`config.mk`:
```
export PLATFORM = sky130hd
export DESIGN_NAME = frame_sequencer
export DESIGN_NICKNAME = d
export VERILOG_FILES = /design/src/rtl/frame_sequencer.sv
export SDC_FILE = /design/constraint.sdc
export NUM_CORES = 1
export LEC_CHECK = 0
export CAP_MARGIN = 20
export CORE_ASPECT_RATIO = 1.4
export CORE_MARGIN = 2
export CORE_UTILIZATION = 40
export DETAILED_ROUTE_END_ITERATION = 6
export GPL_TIMING_DRIVEN = 1
export PLACE_DENSITY = 0.91
export SLEW_MARGIN = 20
export SYNTH_ARGS = -nofsm -noshare
export SYNTH_HDL_FRONTEND = slang
export SYNTH_SLANG_ARGS = --single-unit
```
`constraint.sdc`:
```
create_clock -name clk -period 4.37 [get_ports clk]
set_input_delay 0.874 -clock clk [delete_from_list [all_inputs] [get_ports clk]]
set_output_delay 0.874 -clock clk [all_outputs]
set_load 0.05 [all_outputs]
```
`src/rtl/frame_sequencer.sv`:
```
// Frame sequencer: loads NCH input samples into data memory, starts the
// DSP core for RUN_CYCLES clocks, then drains NCH results to a stream.
// Ports:
//   clk, reset_n            : clock, async active-low reset
//   frame_tick              : frame strobe, acted on only in IDLE
//   in_valid/in_ready/in_data  : input sample handshake
//   wr_addr/wr_data/wr_en   : data-memory write port
//   rd_addr/rd_data         : data-memory read port (1-cycle latency)
//   dsp_start               : one-cycle DSP start pulse
//   out_valid/out_ready/out_data/out_chan : output sample handshake
//   busy, overrun           : status (overrun is sticky)
`timescale 1ns/1ps
module frame_sequencer #(
  parameter int DAW        = 10,
  parameter int DWW        = 36,
  parameter int NCH        = 8,
  parameter int IN_BASE    = 0,
  parameter int OUT_BASE   = 128,
  parameter int RUN_CYCLES = 520
) (
  input  logic           clk,
  input  logic           reset_n,
  input  logic           frame_tick,
  input  logic           in_valid,
  output logic           in_ready,
  input  logic [DWW-1:0] in_data,
  output logic [DAW-1:0] wr_addr,
  output logic [DWW-1:0] wr_data,
  output logic           wr_en,
  output logic [DAW-1:0] rd_addr,
  input  logic [DWW-1:0] rd_data,
  output logic           dsp_start,
  output logic           out_valid,
  input  logic           out_ready,
  output logic [DWW-1:0] out_data,
  output logic [5:0]     out_chan,
  output logic           busy,
  output logic           overrun
);

  localparam int CW = $clog2(NCH);
  localparam int RW = $clog2(RUN_CYCLES);
  localparam logic [CW-1:0]  LP_CH_LAST  = CW'(NCH - 1);
  localparam logic [RW-1:0]  LP_RUN_LAST = RW'(RUN_CYCLES - 1);
  localparam logic [DAW-1:0] LP_IN       = DAW'(IN_BASE);
  localparam logic [DAW-1:0] LP_OUT      = DAW'(OUT_BASE);

  if (NCH < 2 || NCH > 64) begin : g_bad_nch
    $error("frame_sequencer: NCH must be 2..64");
  end
  if (RUN_CYCLES < 4) begin : g_bad_run
    $error("frame_sequencer: RUN_CYCLES must be >= 4");
  end
  if (IN_BASE + NCH > (1 << DAW)) begin : g_bad_in
    $error("frame_sequencer: input block exceeds memory");
  end
  if (OUT_BASE + NCH > (1 << DAW)) begin : g_bad_out
    $error("frame_sequencer: output block exceeds memory");
  end

  typedef enum logic [2:0] {
    S_IDLE,
    S_LOAD,
    S_START,
    S_RUN,
    S_DRAIN_RD,
    S_DRAIN_OUT
  } state_t;

  state_t         r_state;
  state_t         w_state_nxt;
  logic [CW-1:0]  r_ch;
  logic [CW-1:0]  w_ch_nxt;
  logic [RW-1:0]  r_cnt;
  logic [RW-1:0]  w_cnt_nxt;
  logic [DAW-1:0] r_rd_addr;
  logic [DAW-1:0] w_rd_addr;
  logic [DWW-1:0] r_out_data;
  logic [5:0]     r_out_chan;
  logic           r_overrun;

  always_ff @(posedge clk or negedge reset_n) begin
    if (!reset_n) begin
      r_state <= S_IDLE;
      r_ch    <= '0;
      r_cnt   <= '0;
    end else begin
      r_state <= w_state_nxt;
      r_ch    <= w_ch_nxt;
      r_cnt   <= w_cnt_nxt;
    end
  end

  always_comb begin
    w_state_nxt = r_state;
    w_ch_nxt    = r_ch;
    w_cnt_nxt   = r_cnt;
    unique case (r_state)
      S_IDLE: begin
        if (frame_tick) begin
          w_state_nxt = S_LOAD;
          w_ch_nxt    = '0;
        end
      end
      S_LOAD: begin
        if (in_valid) begin
          if (r_ch == LP_CH_LAST) begin
            w_state_nxt = S_START;
            w_ch_nxt    = '0;
          end else begin
            w_ch_nxt = r_ch + CW'(1);
          end
        end
      end
      S_START: begin
        w_state_nxt = S_RUN;
        w_cnt_nxt   = '0;
      end
      S_RUN: begin
        if (r_cnt == LP_RUN_LAST) begin
          w_state_nxt = S_DRAIN_RD;
          w_ch_nxt    = '0;
          w_cnt_nxt   = '0;
        end else begin
          w_cnt_nxt = r_cnt + RW'(1);
        end
      end
      S_DRAIN_RD: begin
        w_state_nxt = S_DRAIN_OUT;
      end
      S_DRAIN_OUT: begin
        if (out_ready) begin
          if (r_ch == LP_CH_LAST) begin
            w_state_nxt = S_IDLE;
            w_ch_nxt    = '0;
          end else begin
            w_state_nxt = S_DRAIN_RD;
            w_ch_nxt    = r_ch + CW'(1);
          end
        end
      end
      default: begin
        w_state_nxt = S_IDLE;
        w_ch_nxt    = '0;
        w_cnt_nxt   = '0;
      end
    endcase
    // Address leads DRAIN_RD by one cycle so a registered-read memory
    // has data ready at the edge that enters DRAIN_OUT; held otherwise.
    w_rd_addr = r_rd_addr;
    if (w_state_nxt == S_DRAIN_RD) begin
      w_rd_addr = LP_OUT + DAW'(w_ch_nxt);
    end
  end

  always_ff @(posedge clk or negedge reset_n) begin
    if (!reset_n) begin
      r_rd_addr  <= '0;
      r_out_data <= '0;
      r_out_chan <= '0;
      r_overrun  <= 1'b0;
    end else begin
      r_rd_addr <= w_rd_addr;
      if (r_state == S_DRAIN_RD) begin
        r_out_data <= rd_data;
        r_out_chan <= 6'(r_ch);
      end
      if (frame_tick && (r_state != S_IDLE)) begin
        r_overrun <= 1'b1;
      end
    end
  end

  always_comb begin
    in_ready  = 1'b0;
    wr_en     = 1'b0;
    wr_addr   = '0;
    wr_data   = '0;
    dsp_start = 1'b0;
    out_valid = 1'b0;
    busy      = 1'b1;
    unique case (r_state)
      S_IDLE: busy = 1'b0;
      S_LOAD: begin
        in_ready = 1'b1;
        wr_en    = in_valid;
        wr_addr  = LP_IN + DAW'(r_ch);
        wr_data  = in_data;
      end
      S_START:     dsp_start = 1'b1;
      S_DRAIN_OUT: out_valid = 1'b1;
      default: ;
    endcase
  end

  assign rd_addr  = w_rd_addr;
  assign out_data = r_out_data;
  assign out_chan = r_out_chan;
  assign overrun  = r_overrun;

endmodule
```
==> flow_summary.ini <==
[synth]
synth_ff_type = dfrtp_1
yosys_register_bits = 66
syn_inst = 269
synth_xor_area_share_pct = 1.40
synth_warnings = 0
synthMuxAreaShare_pct = 15.9
syn_area_per_cell_sq_um = 11.6
yosysSeqAreaShare_pct = 52.9
syn_area_sq_um = 3120
async_flop_share_pct = 100
yosys.area_share.simple_pct = 17.9
ys_types = 42
synth_compound_area_share_pct = 5.01
synth_top_family_by_area = simple AND/OR/NAND/NOR gates
synth_edf_count = 0
synth_fa_ha_area_share_pct = 1.20

[critical_path]
required_ns = 3.50
crit_path_start_kind = register
r2r-start = r_state[1]$_DFF_PN0_
rr_endpoint = r_rd_addr[1]$_DFF_PN0_
crit_start = r_state[1]$_DFF_PN0_
worstSetupPathType = register to primary output
critPathMaxFanout = 22
crit_path_end_kind = primary output
cp.arrival_ns = 2.86
regToRegSetupSlack_ns = 1.97
ff2ff_path_depth = 7

[placed_design]
gp_congestion = 0.854
portBuffers = 170
hpwl_um = 6510
place_inst = 524

[global_routing]
grt_max_degree = 41
overflow = 0
grt_pass1_wl_um = 13400
track_usage_pct = 20.0
grt_util_met3_pct = 8.10
grt_pass1_vias = 2769
met2_usage_pct = 35.4
antenna_found_initial = 1
use_met1_pct = 21.7
grt_busiest_layer = met2

[timing]
finalHoldViolCount = 0
setup_viol_count_final = 0
period_share_pct = 85.5
tightest_slew_ns = 0.847
final.setup_skew_ns = 0.0101
period_minus_slack_ns = 3.74
slew_violations = 0
rsz0062_at_grt = no
setup_tns_ns = 0
hold_slack_ns = 0.460
fmax_ghz = 0.268
slew_headroom_pct = 43.6

[floorplan]
die_h_um = 109
dieArea_sq_um = 8530
core.rowCount = 38
die_w_um = 78.6
start_util_pct = 40.8
num_io_pins = 181
core_sq_um = 7650

[power]
peakVddDrop_mv = 0.305
total_power_w = 0.00270
p_leak_nw = 2.39
power_density_nw_per_um2 = 527

[final_layout]
area_growth_pct = 64.5
fin_util_pct = 67.0
final_cell_mix = clkdlybuf4s50_1 (159), dfrtp_1 (66), and3_1 (42), mux2_2 (40), nor2_1 (14)
seqCellArea_sq_um = 1650
antennaDiodeCount = 0
multi_input_area_sq_um = 1340
nets = 515
num-fill-cells = 568
fin_cells = 540
final_common_cell = clkdlybuf4s50_1
drive_gt1_share_pct = 18.0

[clocking]
clkSinkCount = 66
ctsHoldBuffers = 0
cts_buffers = 9
root_buffer = clkbuf_8
tritoncts = done
postCtsSetupBuffers = 0
cts_max_level = 3
cts_buffer_depth = 2
cts_resized = 0
clk_latency_ns = 0.33
clk_pin_slew_ns = 0.07

[routing]
final_antenna_net_count = 0
drt-total-wl_um = 8800
drt_iter0_markers = 77
route.detailed.drc = 0
dr.pass1.iters = 4
vias = 2712
via_per_inst = 5.02
detail_route.wl_per_cell_um = 16.3

[worst_hold_path]
hold_path.startpoint = overrun$_DFFE_PN0P_
whs_path_depth = 1
holdPathEnd = overrun$_DFFE_PN0P_
min_path_type = register to register

[outcome]
status = finished, final reports clean

[job]
max_cap_viol_count = 0
[critical path, cell delays in order, from the launching register on]
cell and delay, ns:
dfrtp_1 0.60, nor2_2 0.54, buf_4 0.31, o211ai_1 0.13, o221ai_1 0.10, nor2b_1 0.08
buf_4 0.18, o21ai_0 0.32, buf_4 0.27
[synthesized netlist by cell type, drive strengths merged, types with 3 or more instances]
master	number	area, sq um
and3	42	263
buf	14	97.6
clkbuf	15	56.3
dfrtp	66	1650
ha	3	37.5
inv	5	18.8
mux2	42	477
nand2	8	30.0
nand3	6	30.0
nor2	15	56.3
nor2b	9	56.3
nor3b	3	22.5
o21ai	4	20.0
xnor2	4	35.0
[power by group]
group	internal [W]	total (W)	leakage [nW]	switching (W)
registers	0.000645	0.000715	0.900	0.0000696
logic	0.000462	0.00131	1.36	0.000844
clock network	0.000440	0.000681	0.131	0.000241
total	0.00155	0.00270	2.39	0.00115
[kinds of logic (layout without fill, tap and decap cells)]
family / after synthesis / in the layout
AO/OA/AOI/OAI: 20 / 20
XOR/XNOR: 5 / 5
adder cells (fa/ha/maj): 3 / 3
buffers and inverters: 34 / 196
flip-flops: 66 / 66
multiplexers: 44 / 44
other: 1 / 10
AND/OR/NAND/NOR: 96 / 96
[metrics by stage]
stage          setup slack [ns]  instance area, sq um
2_1_floorplan             0.925                  3150
3_3_place_gp              0.891                  4870
5_1_grt                   0.349                  5130
3_5_place_dp              0.838                  4870
6_report                  0.633                  5130
4_1_cts                   0.634                  5130
[sequential cells by signal, summed over array words and instances (netlist names)]
register   cells
r_cnt         10
r_rd_addr     10
out_data      36
out_chan       3
r_state        3
r_ch           3
overrun        1
[cell type report]
cell class,instances,share of cell area (%)
multi-input combinational,178,26.1
clock buffer,10,2.49
timing repair buffer,175,33.8
inverter,5,0.366
tap,100,2.44
clock inverter,6,2.68
sequential,66,32.2
[metal layers]
metal,vias to the layer above,routed length [um]
met5,-,0
met2,146,4430
li1,1257,-
met3,15,938
met4,0,132
met1,1294,3300
[worst max path at each step]
stage,endpoint
floorplan,rd_addr[0]
global placement,rd_addr[1]
detailed placement,rd_addr[0]
CTS,rd_addr[0]
global route,rd_addr[0]
finish,rd_addr[0]
No activity file was read; power rests on OpenSTA's default activity.
